## src/rtl/cep_uart_tx.sv

```systemverilog
// UART 8N1 transmitter with RTS/CTS handshake and a byte holding register.
// Latency: RTS one cycle after tx_start; start bit one cycle after CTS seen in REQ; frame is 10*CLKS_PER_BIT cycles.
// Backpressure: waits in REQ with RTS high for as long as CTS stays low; CTS is ignored once the frame has started.
module cep_uart_tx #(
    parameter int CLKS_PER_BIT = 1
) (
    input  logic       CLK,
    input  logic       rst,
    input  logic       en,
    input  logic       tx_start,
    input  logic [7:0] data,
    input  logic       CTS,
    output logic       RTS,
    output logic       serial_out
);

    typedef enum logic [2:0] {
        IDLE  = 3'd0,
        REQ   = 3'd1,
        START = 3'd2,
        DATA  = 3'd3,
        STOP  = 3'd4
    } state_t;

    localparam logic [15:0] BAUD_MAX = 16'(CLKS_PER_BIT - 1);

    state_t      r_state;
    state_t      w_state_nxt;
    logic [7:0]  r_hold;
    logic [7:0]  r_shift;
    logic [7:0]  w_shift_nxt;
    logic [2:0]  r_bit;
    logic [2:0]  w_bit_nxt;
    logic [15:0] r_baud;
    logic [15:0] w_baud_nxt;
    logic        r_rts;
    logic        r_serial;
    logic        w_rts_nxt;
    logic        w_serial_nxt;
    logic        w_bit_done;

    assign w_bit_done = (r_baud == BAUD_MAX);
    assign RTS        = r_rts;
    assign serial_out = r_serial;

    // Holding register: captured on every en, independent of the frame in flight.
    always_ff @(posedge CLK) begin
        if (!rst) begin
            r_hold <= 8'h00;
        end else if (en) begin
            r_hold <= data;
        end
    end

    // Next-state, shift/bit/baud updates, and next values of the registered outputs.
    always_comb begin
        w_state_nxt  = r_state;
        w_shift_nxt  = r_shift;
        w_bit_nxt    = r_bit;
        w_baud_nxt   = r_baud;
        w_rts_nxt    = 1'b0;
        w_serial_nxt = 1'b1;

        case (r_state)
            IDLE: begin
                if (tx_start) begin
                    w_state_nxt = REQ;
                end
            end
            REQ: begin
                if (CTS) begin
                    w_state_nxt = START;
                    w_shift_nxt = r_hold;
                    w_bit_nxt   = 3'd0;
                    w_baud_nxt  = 16'd0;
                end
            end
            START: begin
                if (w_bit_done) begin
                    w_state_nxt = DATA;
                    w_bit_nxt   = 3'd0;
                    w_baud_nxt  = 16'd0;
                end else begin
                    w_baud_nxt  = r_baud + 16'd1;
                end
            end
            DATA: begin
                if (w_bit_done) begin
                    w_baud_nxt  = 16'd0;
                    w_shift_nxt = {1'b0, r_shift[7:1]};
                    w_bit_nxt   = r_bit + 3'd1;
                    if (r_bit == 3'd7) begin
                        w_state_nxt = STOP;
                    end
                end else begin
                    w_baud_nxt  = r_baud + 16'd1;
                end
            end
            STOP: begin
                if (w_bit_done) begin
                    w_state_nxt = IDLE;
                    w_baud_nxt  = 16'd0;
                end else begin
                    w_baud_nxt  = r_baud + 16'd1;
                end
            end
            default: begin
                w_state_nxt = IDLE;
            end
        endcase

        // Outputs are decoded from the next state so they appear in the same cycle as the state change.
        w_rts_nxt = (w_state_nxt != IDLE);
        case (w_state_nxt)
            START:   w_serial_nxt = 1'b0;
            DATA:    w_serial_nxt = w_shift_nxt[0];
            default: w_serial_nxt = 1'b1;
        endcase
    end

    // State, datapath and output registers; reset aborts any frame and returns the line to idle.
    always_ff @(posedge CLK) begin
        if (!rst) begin
            r_state  <= IDLE;
            r_shift  <= 8'h00;
            r_bit    <= 3'd0;
            r_baud   <= 16'd0;
            r_rts    <= 1'b0;
            r_serial <= 1'b1;
        end else begin
            r_state  <= w_state_nxt;
            r_shift  <= w_shift_nxt;
            r_bit    <= w_bit_nxt;
            r_baud   <= w_baud_nxt;
            r_rts    <= w_rts_nxt;
            r_serial <= w_serial_nxt;
        end
    end

endmodule

```

## config.mk

```make
export PLATFORM = sky130hd
export DESIGN_NAME = cep_uart_tx
export DESIGN_NICKNAME = d
export VERILOG_FILES = /design/src/rtl/cep_uart_tx.sv
export SDC_FILE = /design/constraint.sdc
export NUM_CORES = 1
export LEC_CHECK = 0
export CORE_MARGIN = 5
export CORE_UTILIZATION = 30
export CTS_CLUSTER_DIAMETER = 120
export DETAILED_ROUTE_END_ITERATION = 8
export PLACE_DENSITY_LB_ADDON = 0.05
export REMOVE_ABC_BUFFERS = 1
export SLEW_MARGIN = 10
export SYNTH_ARGS = -nofsm -noshare
export SYNTH_HDL_FRONTEND = slang
export SYNTH_SLANG_ARGS = --single-unit
```

## constraint.sdc

```tcl
create_clock -name CLK -period 1.75 [get_ports CLK]
set_input_delay 0.2625 -clock CLK [delete_from_list [all_inputs] [get_ports CLK]]
set_output_delay 0.2625 -clock CLK [all_outputs]
set_load 0.005 [all_outputs]
```

Word-level counts from Yosys, hierarchy flattened
Cells that the tools add are included.
{ "word_totals": {"reg_bits": 40, "inputBits": 13, "wordCells": 48} }
{ "classes": {"add_sub_neg": 2, "n_eq_ne": 10, "mux": 18, "n_reduce_logical": 10} }
{ "ops": {"columns": ["op", "n"], "rows": [
  ["$mux 16", 2],
  ["$pmux 16 s2", 1],
  ["$mux 3", 9],
  ["$add 16x1->16 const B", 1],
  ["$logic_not 16->1", 1],
  ["$mux 8", 2],
  ["$pmux 8 s2", 1],
  ["$pmux 3 s5", 1],
  ["$eq 3x2->1 const B", 4],
  ["$pmux 3 s3", 1],
  ["$eq 3x3->1 const B", 2],
  ["$ne 2x2->1 const B", 3],
  ["$reduce_bool 3->1", 2],
  ["$reduce_and 4->1", 1],
  ["$reduce_bool 2->1", 2],
  ["$add 3x1->3 const B", 1],
  ["$eq 3x1->1 const B", 1],
  ["$logic_not 3->1", 1],
  ["$reduce_and 3->1", 1],
  ["$reduce_or 3->1", 1],
  ["$pmux 1 s2", 1],
  ["$reduce_and 2->1", 1]
]} }

Logic depth before layout (Yosys ltp)
{ "logic_depth": {"depth_word": 6, "mapped_depth": 9} }

Worst setup path before layout
No wires, ideal clock.
{ "synth_path": {"kind": "reg-to-reg", "startpoint": "register r_baud[0]", "endpoint": "register r_rts, in the netlist RTS", "arrival_time_ps": 1748, "t_required_ps": 1681, "slack_ps": -67, "path_stages_with_launch": 9, "n_path_buf": 1, "path_cell_list": "dfxtp_1 inv_1 ha_1 nor4b_2 and4_1 buf_6 and2_0 mux4_2 o21ai_1"} }
{ "synth_between": {"elab_chain_cells": 4} }
{ "synth_rtl": {"columns": ["element", "line_no", "rtl"], "rows": [
  ["start: declaration", "34", "logic [15:0] r_baud;"],
  ["start signal: assignment", "134", "r_baud <= w_baud_nxt;"],
  ["$logic_not 16->1 (*)", "42", "assign w_bit_done = (r_baud == BAUD_MAX);"],
  ["$mux 3, on equally long branches", "100, 79, 88", null],
  ["$pmux 3 s5 (*)", "64", "case (r_state)"],
  ["$reduce_bool 3->1 (*)", "113", "w_rts_nxt = (w_state_nxt != IDLE);"],
  ["end signal: assignment", "135", "r_rts <= w_rts_nxt;"],
  ["end: declaration", "36", "logic r_rts;"]
]} }
Every way passes the cells marked *; elsewhere a longest branch is shown, timed or not.
A chain may end at the register's enable or synchronous reset.

Worst setup path in the final report
{ "layout_path": {"startpoint": "register r_baud[1]", "endpoint": "register r_serial, in the netlist serial_out"} }
{ "layout_between": {"elab_chain_cells": 5} }
{ "layout_rtl": {"columns": ["element", "line_no", "rtl"], "rows": [
  ["$logic_not 16->1 (*)", "42", null],
  ["$mux 3, on equally long branches", "100, 79, 88", null],
  ["$pmux 3 s5", "64", null],
  ["$eq 3x2->1", "114", "case (w_state_nxt)"],
  ["$pmux 1 s2 (*)", "114", null],
  ["end signal: assignment", "136", "r_serial <= w_serial_nxt;"],
  ["end: declaration", "37", "logic r_serial;"]
]} }
Every way passes the cells marked *; elsewhere a longest branch is shown, timed or not. The select of a mux whose other input is x is not followed.

==> run summary <==
Vias/cell -> 5.18
Global-route track usage on met1 -> 17.8%
Status -> complete, no violations
Port bufs -> 14
CP required -> 1990 ps
Die Span X -> 88.7 um
Clock share of power -> 39.9%
WS Path Type -> flip-flop to flip-flop
Share of post-route cells with drive strength above 1 -> 35.0%
Global route total overflow -> 0
Main synth FF type -> dfxtp_1
R2R cell count -> 7
CTS tree -> built
Total Die Area -> 7870 um2
Met2 Usage GRT -> 19.5%
Core Footprint -> 5960 um2
NetSw -> 0.485 mW
Pint -> 1.48 mW
M3 GR Usage -> 3.63%
FF+latch count, synth -> 40
Hold Crit Class -> flip-flop to flip-flop
Worst-path clk slew -> 90 ps
Hpwl dp -> 3450 um
Drt first pass iters -> 4
Tcrit/Tclk final -> 99.7%
P&R area growth vs syn -> 45.4%
Avg Inst Size Synth -> 9.06 um2
Seq/Total Area, Yosys -> 43.1%
Reg power frac -> 48.3%
NumNets Final -> 276
Commonest cells after routing, fill and taps aside -> 36 x dfxtp_1, 36 x buf_4, 28 x nor2_1
FMAX -> 0.573 GHz
Post-Syn Area -> 1860 um2
Slew Viols, Final -> 0
Worst setup EP type -> flip-flop
Hold buffer count at cts -> 0
DRC -> 0
Min-Delay Path Depth -> 2
All-Layer GR Usage -> 13.0%
Vias in the first global route -> 1710
Setup TNS -> 0 ps
P per Cell Area -> 727 nW/um2
Arr. time, crit path -> 1980 ps
# diodes -> 0
Area after DPL -> 2340 um2
YS warnings -> 0
I/O Pins -> 15
# rows -> 28
Largest area contributor in the netlist -> dfxtp_1
Maximum vdd drop -> 366 uV
Most Crowded Layer GR -> met2
Final Hold Viols -> 0
Slew margin rel. -> 69.6%
FFs w/ async S/R, synth -> 0%
Initial core utilization -> 31.2%
RSZ-0062 raised after global routing -> true
Wire length per cell -> 14.6 um
Yosys top cell area share -> 43.1%
Clk root buf -> clkbuf_8
Number of unique standard cell types used by synthesis -> 47
Finished Cell Area -> 2700 um2
Antenna-violating nets left -> 0
Kind of start point of the critical path -> flip-flop
Placer Congestion -> 0.805
DR vias -> 1734
Fillcell total -> 598
Sw Share -> 24.7%
Max_cap viols -> 0
Max FO, Critical Path -> 7
Static leakage -> 1.04 nW
Iter 0 DRT Violations -> 61
Largest net degree at the start of global routing -> 26
Cells after synthesis -> 205
Detailed Route WL -> 4890 um
Num CTS Buffers -> 5
Post-synth EDFFs -> 0
Min Tclk post-route -> 1740 ps
Fin util -> 45.4%
Deepest clock path buffer count -> 2
Max H-tree Level -> 2
Chip height -> 88.7 um
Comb pwr share -> 11.8%
# clock sinks -> 40
Final setup violation count -> 0
Initial antenna violation count -> 0
Skew final -> 6.00 ps
First-pass GRT wire length -> 8000 um
Skew-Pair Late Insertion Delay -> 300 ps
Least-Margin Pin Slew -> 456 ps
Largest cells by area after synthesis -> dfxtp_1 43%, mux2i_1 6.5%, nor2_1 6.1%
per-stage QoR:
step | hold slack (ps) | cells | power (mW) | setup WS [ps]
detailed placement | 450 | 324 | 1.16 | -309
global placement | 440 | 324 | 1.16 | -288
CTS | 463 | 332 | 1.96 | -47.3
global route | 482 | 335 | 2.05 | -86.1
floorplan | 384 | 197 | 1.05 | -700
finish | 463 | 335 | 1.96 | 5.71
critical path, cell delays in order (launching register included):
cell and delay, ps:
dfxtp_2 340, inv_2 40, ha_4 150, nor4b_4 130, and4_4 190, and2_4 160
mux4_2 530, o21ai_2 140
path summary, 6_finish.rpt:
kind                                           endpoint                     from  slack [ps]
worst max-delay path              serial_out$_SDFF_PN1_   r_baud[1]$_SDFFE_PN0P_           6
worst min-delay path            r_shift[4]$_SDFFE_PN0P_  r_shift[4]$_SDFFE_PN0P_         460
worst max register to register    serial_out$_SDFF_PN1_   r_baud[1]$_SDFFE_PN0P_           6
worst min register to register  r_shift[4]$_SDFFE_PN0P_  r_shift[4]$_SDFFE_PN0P_         460
Yosys cell counts, types with 2 or more instances:
cell type / number
buf_4: 2
xor2_1: 6
inv_1: 4
and2_1: 2
mux2i_1: 12
nand3b_1: 2
nand2_1: 17
nand4_1: 5
dfxtp_1: 40
buf_2: 2
and3_1: 5
a22oi_1: 7
nor2b_1: 2
nor3_1: 5
a41oi_1: 4
o21ai_1: 2
ha_1: 4
a21oi_1: 12
nand3_1: 8
nor2_1: 30
nor4_1: 3
clkbuf_1: 3
a311oi_1: 3
xnor2_1: 2
registers in the layout, indices dropped and copies added, names as in the netlist:
name / count
RTS: 1
r_baud: 16
r_bit: 3
r_hold: 8
r_shift: 8
r_state: 3
serial_out: 1
layout make-up:
type	count	area (um2)	area share, %
flip-flops and latches	40	806	29.8
repair buffers	54	464	17.2
inverters	5	18.8	0.695
multi-input cells	153	1200	44.6
well taps	75	93.8	3.47
clock inverters	3	46.3	1.71
clock buffers	5	68.8	2.55
power by group through the flow:
stage / clock, mW / combinational [mW] / sequential (mW)
3_5_place_dp: 0 / 0.198 / 0.966
4_1_cts: 0.805 / 0.206 / 0.945
5_1_grt: 0.852 / 0.251 / 0.952
3_3_place_gp: 0 / 0.193 / 0.966
2_1_floorplan: 0 / 0.0869 / 0.967
6_report: 0.784 / 0.231 / 0.949
routing by layer:
layer,vias to the layer above,wire length (um)
li1,852,-
met1,849,2410
met2,24,2220
met3,9,186
met4,0,71
met5,-,0
logic make-up (layout without fill, tap and decap cells):
logic type / Yosys count / after routing / share of synthesized area [%]
AOI/OAI and AO/OA: 37 / 38 / 14.4
xor gates and xnor gates: 8 / 8 / 3.77
and+or+nand+nor: 89 / 89 / 24.2
muxes: 14 / 14 / 8.28
buffers and inverters: 13 / 67 / 3.57
DFF: 40 / 40 / 43.1
adders and majority gates: 4 / 4 / 2.69
what timing repair did:
| item | CTS | global route |
|---|---|---|
| cloned | 0 | 1 |
| endpoints found under the setup margin | 30 | 30 |
| gates resized for setup | 17 | 30 |
| buffers inserted | 0 | 2 |
| pin swaps | 6 | 23 |
Power figures use the tool's default switching activity.
==> variant (same settings) <==
Add an input register stage for `en`, `tx_start`, `data` and `CTS`, with the module's reset; this delays them by one clock. Comments in the files are not updated.
--- a/src/rtl/cep_uart_tx.sv
+++ b/src/rtl/cep_uart_tx.sv
@@ -25,4 +25,23 @@
     localparam logic [15:0] BAUD_MAX = 16'(CLKS_PER_BIT - 1);
 
+    logic en_q;
+    logic tx_start_q;
+    logic [7:0] data_q;
+    logic CTS_q;
+
+    always_ff @(posedge CLK) begin
+        if (!rst) begin
+            en_q       <= '0;
+            tx_start_q <= '0;
+            data_q     <= '0;
+            CTS_q      <= '0;
+        end else begin
+            en_q       <= en;
+            tx_start_q <= tx_start;
+            data_q     <= data;
+            CTS_q      <= CTS;
+        end
+    end
+
     state_t      r_state;
     state_t      w_state_nxt;
@@ -48,6 +67,6 @@
         if (!rst) begin
             r_hold <= 8'h00;
-        end else if (en) begin
-            r_hold <= data;
+        end else if (en_q) begin
+            r_hold <= data_q;
         end
     end
@@ -64,10 +83,10 @@
         case (r_state)
             IDLE: begin
-                if (tx_start) begin
+                if (tx_start_q) begin
                     w_state_nxt = REQ;
                 end
             end
             REQ: begin
-                if (CTS) begin
+                if (CTS_q) begin
                     w_state_nxt = START;
                     w_shift_nxt = r_hold;
Formal check against the unedited RTL: not equivalent (a bounded check fails within 4 cycles, from zero or initial values and one cycle with rst low).
==> variant against the original RTL <==
The flow now finishes with violations (negative setup slack). Clock power fell by 6.3%. First-iteration DRC count decreased by 20%. Synthesized area increased by 18%. Setup slack worse by 0.066 ns. Wire length increased by 10%. Power rose by 7.6%. Via count up 5.2%. Worst hold slack improved by 0.0030 ns. Clock skew about the same. Cell area increased by 13%. Sequential cell count is 11 higher. Global-route usage down 0.083 points.
==> variant: results <==
export IMPL_holdPathEnd="r_shift[3]"
export IMPL_synthTopCellsByCount="dfxtp_1 (51), nand2_1 (26), nor2_1 (23), a21oi_1 (16), and2_1 (14)"
export IMPL_routedWlPerCell_um=13.8
export IMPL_slowest_delay_ns=0.34
export IMPL_grt_met3_usage_pct=2.76
export IMPL_fin_tns_setup_ns=-0.0663
export IMPL_violations="negative setup slack"
export IMPL_critPathMaxFanout=4
export IMPL_grt_pass1_vias=1939
export IMPL_port_buffers=14
export IMPL_final_nets=309
export IMPL_drt_iter0_drc=49
export IMPL_clock_power_share_pct=34.8
export IMPL_ys_seq_area_share_pct=46.7
export IMPL_cp_arrival_ns=2.01
export IMPL_cts_clk_slew_worst_paths_ns=0.10
export IMPL_yosys_top_cells_area="dfxtp_1 (47%), mux2i_1 (5.5%), nand2_1 (4.5%)"
export IMPL_setup_viol=2
export IMPL_wl_met1_mm=2.53
export IMPL_slew_headroom_pct=67.4
export IMPL_via_count=1824
export IMPL_r2r_start="r_baud[0]"
export IMPL_cp_top_family="simple AND/OR/NAND/NOR gates"
export IMPL_globalRouteMet2Util_pct=22.0
export IMPL_p_leak_nw=1.13
export IMPL_powerDensity_nw_per_um2=694
export IMPL_p_seq_share_pct=57.0
export IMPL_ys_types=45
export IMPL_use_met1_pct=15.9
export IMPL_grt_pass1_wl_mm=9.05
export IMPL_ir_drop_mv=0.249
export IMPL_place_gp_congestion=0.811
export IMPL_drive_above_1_share_pct=31.4
export IMPL_status="finished, violations left"
export IMPL_worst_slack_ns=-0.0599
export IMPL_track_usage_pct=13.0
export IMPL_met3_wirelength_um=123
export IMPL_ys_warn_count=0
export IMPL_p_int_mw=1.60
export IMPL_grt_max_degree=17
export IMPL_slowest_stage="dfxtp_2"
export IMPL_wl_met2_mm=2.66
export IMPL_hpwl_mm=3.66
export IMPL_rr_endpoint="RTS"
export IMPL_min_from="r_shift[3]"
export IMPL_skew_ns=0.00602
[variant: cell types whose count changed after synthesis, moves of 3 or more]
cell,change
or3_1,+3
nand2_1,+9
nor2_1,-7
a21oi_1,+4
clkbuf_1,+4
and2_1,+12
a41oi_1,-3
dfxtp_1,+11
[variant: tightest hold or removal path, stage by stage, from the launching register on]
cell	delay [ns]
dfxtp_1	0.33
nand2_1	0.05
a21oi_1	0.05
[variant: kinds of logic after synthesis]
logic type / after synthesis / share of synthesized area [%]
simple gates: 108 / 26.5
buf+inv: 15 / 3.15
fa+ha+maj: 4 / 2.29
mux: 12 / 5.50
compound gates: 41 / 13.1
flops: 51 / 46.7
xor+xnor: 7 / 2.81
[variant: repair_timing]
item,CTS,global route
gates resized for setup,17,33
cloned,1,0
setup endpoints to repair,20,27
pin swaps,4,32
setup buffers,1,4
[variant: metrics by stage]
step / instances / instance area [µm²] / hold slack, ns / setup WS, ns
final: 392 / 3050 / 0.466 / -0.0599
after global routing: 392 / 3050 / 0.488 / -0.114
after CTS: 388 / 2880 / 0.464 / -0.0794
after detailed placement: 378 / 2700 / 0.449 / -0.106
after global placement: 378 / 2700 / 0.445 / -0.0863
after floorplan: 226 / 2130 / 0.384 / -0.146
[variant: cell type report]
class	count	area (µm²)
inverters	3	11.3
clock inverters	2	16.3
multi-input cells	173	1270
flip-flops and latches	51	1030
clock buffers	6	82.6
repair buffers	58	513
well taps	99	124
fillers	724	4130
[variant: worst max path at each step]
stage,start,endpoint,slack [ns],cells past startpoint
final,r_baud[0],RTS,-0.06,7
after global routing,r_baud[0],RTS,-0.11,7
after CTS,r_baud[1],RTS,-0.08,7
after detailed placement,r_baud[0],RTS,-0.11,7
after global placement,r_baud[0],RTS,-0.09,7
after floorplan,r_baud[0],RTS,-0.15,7
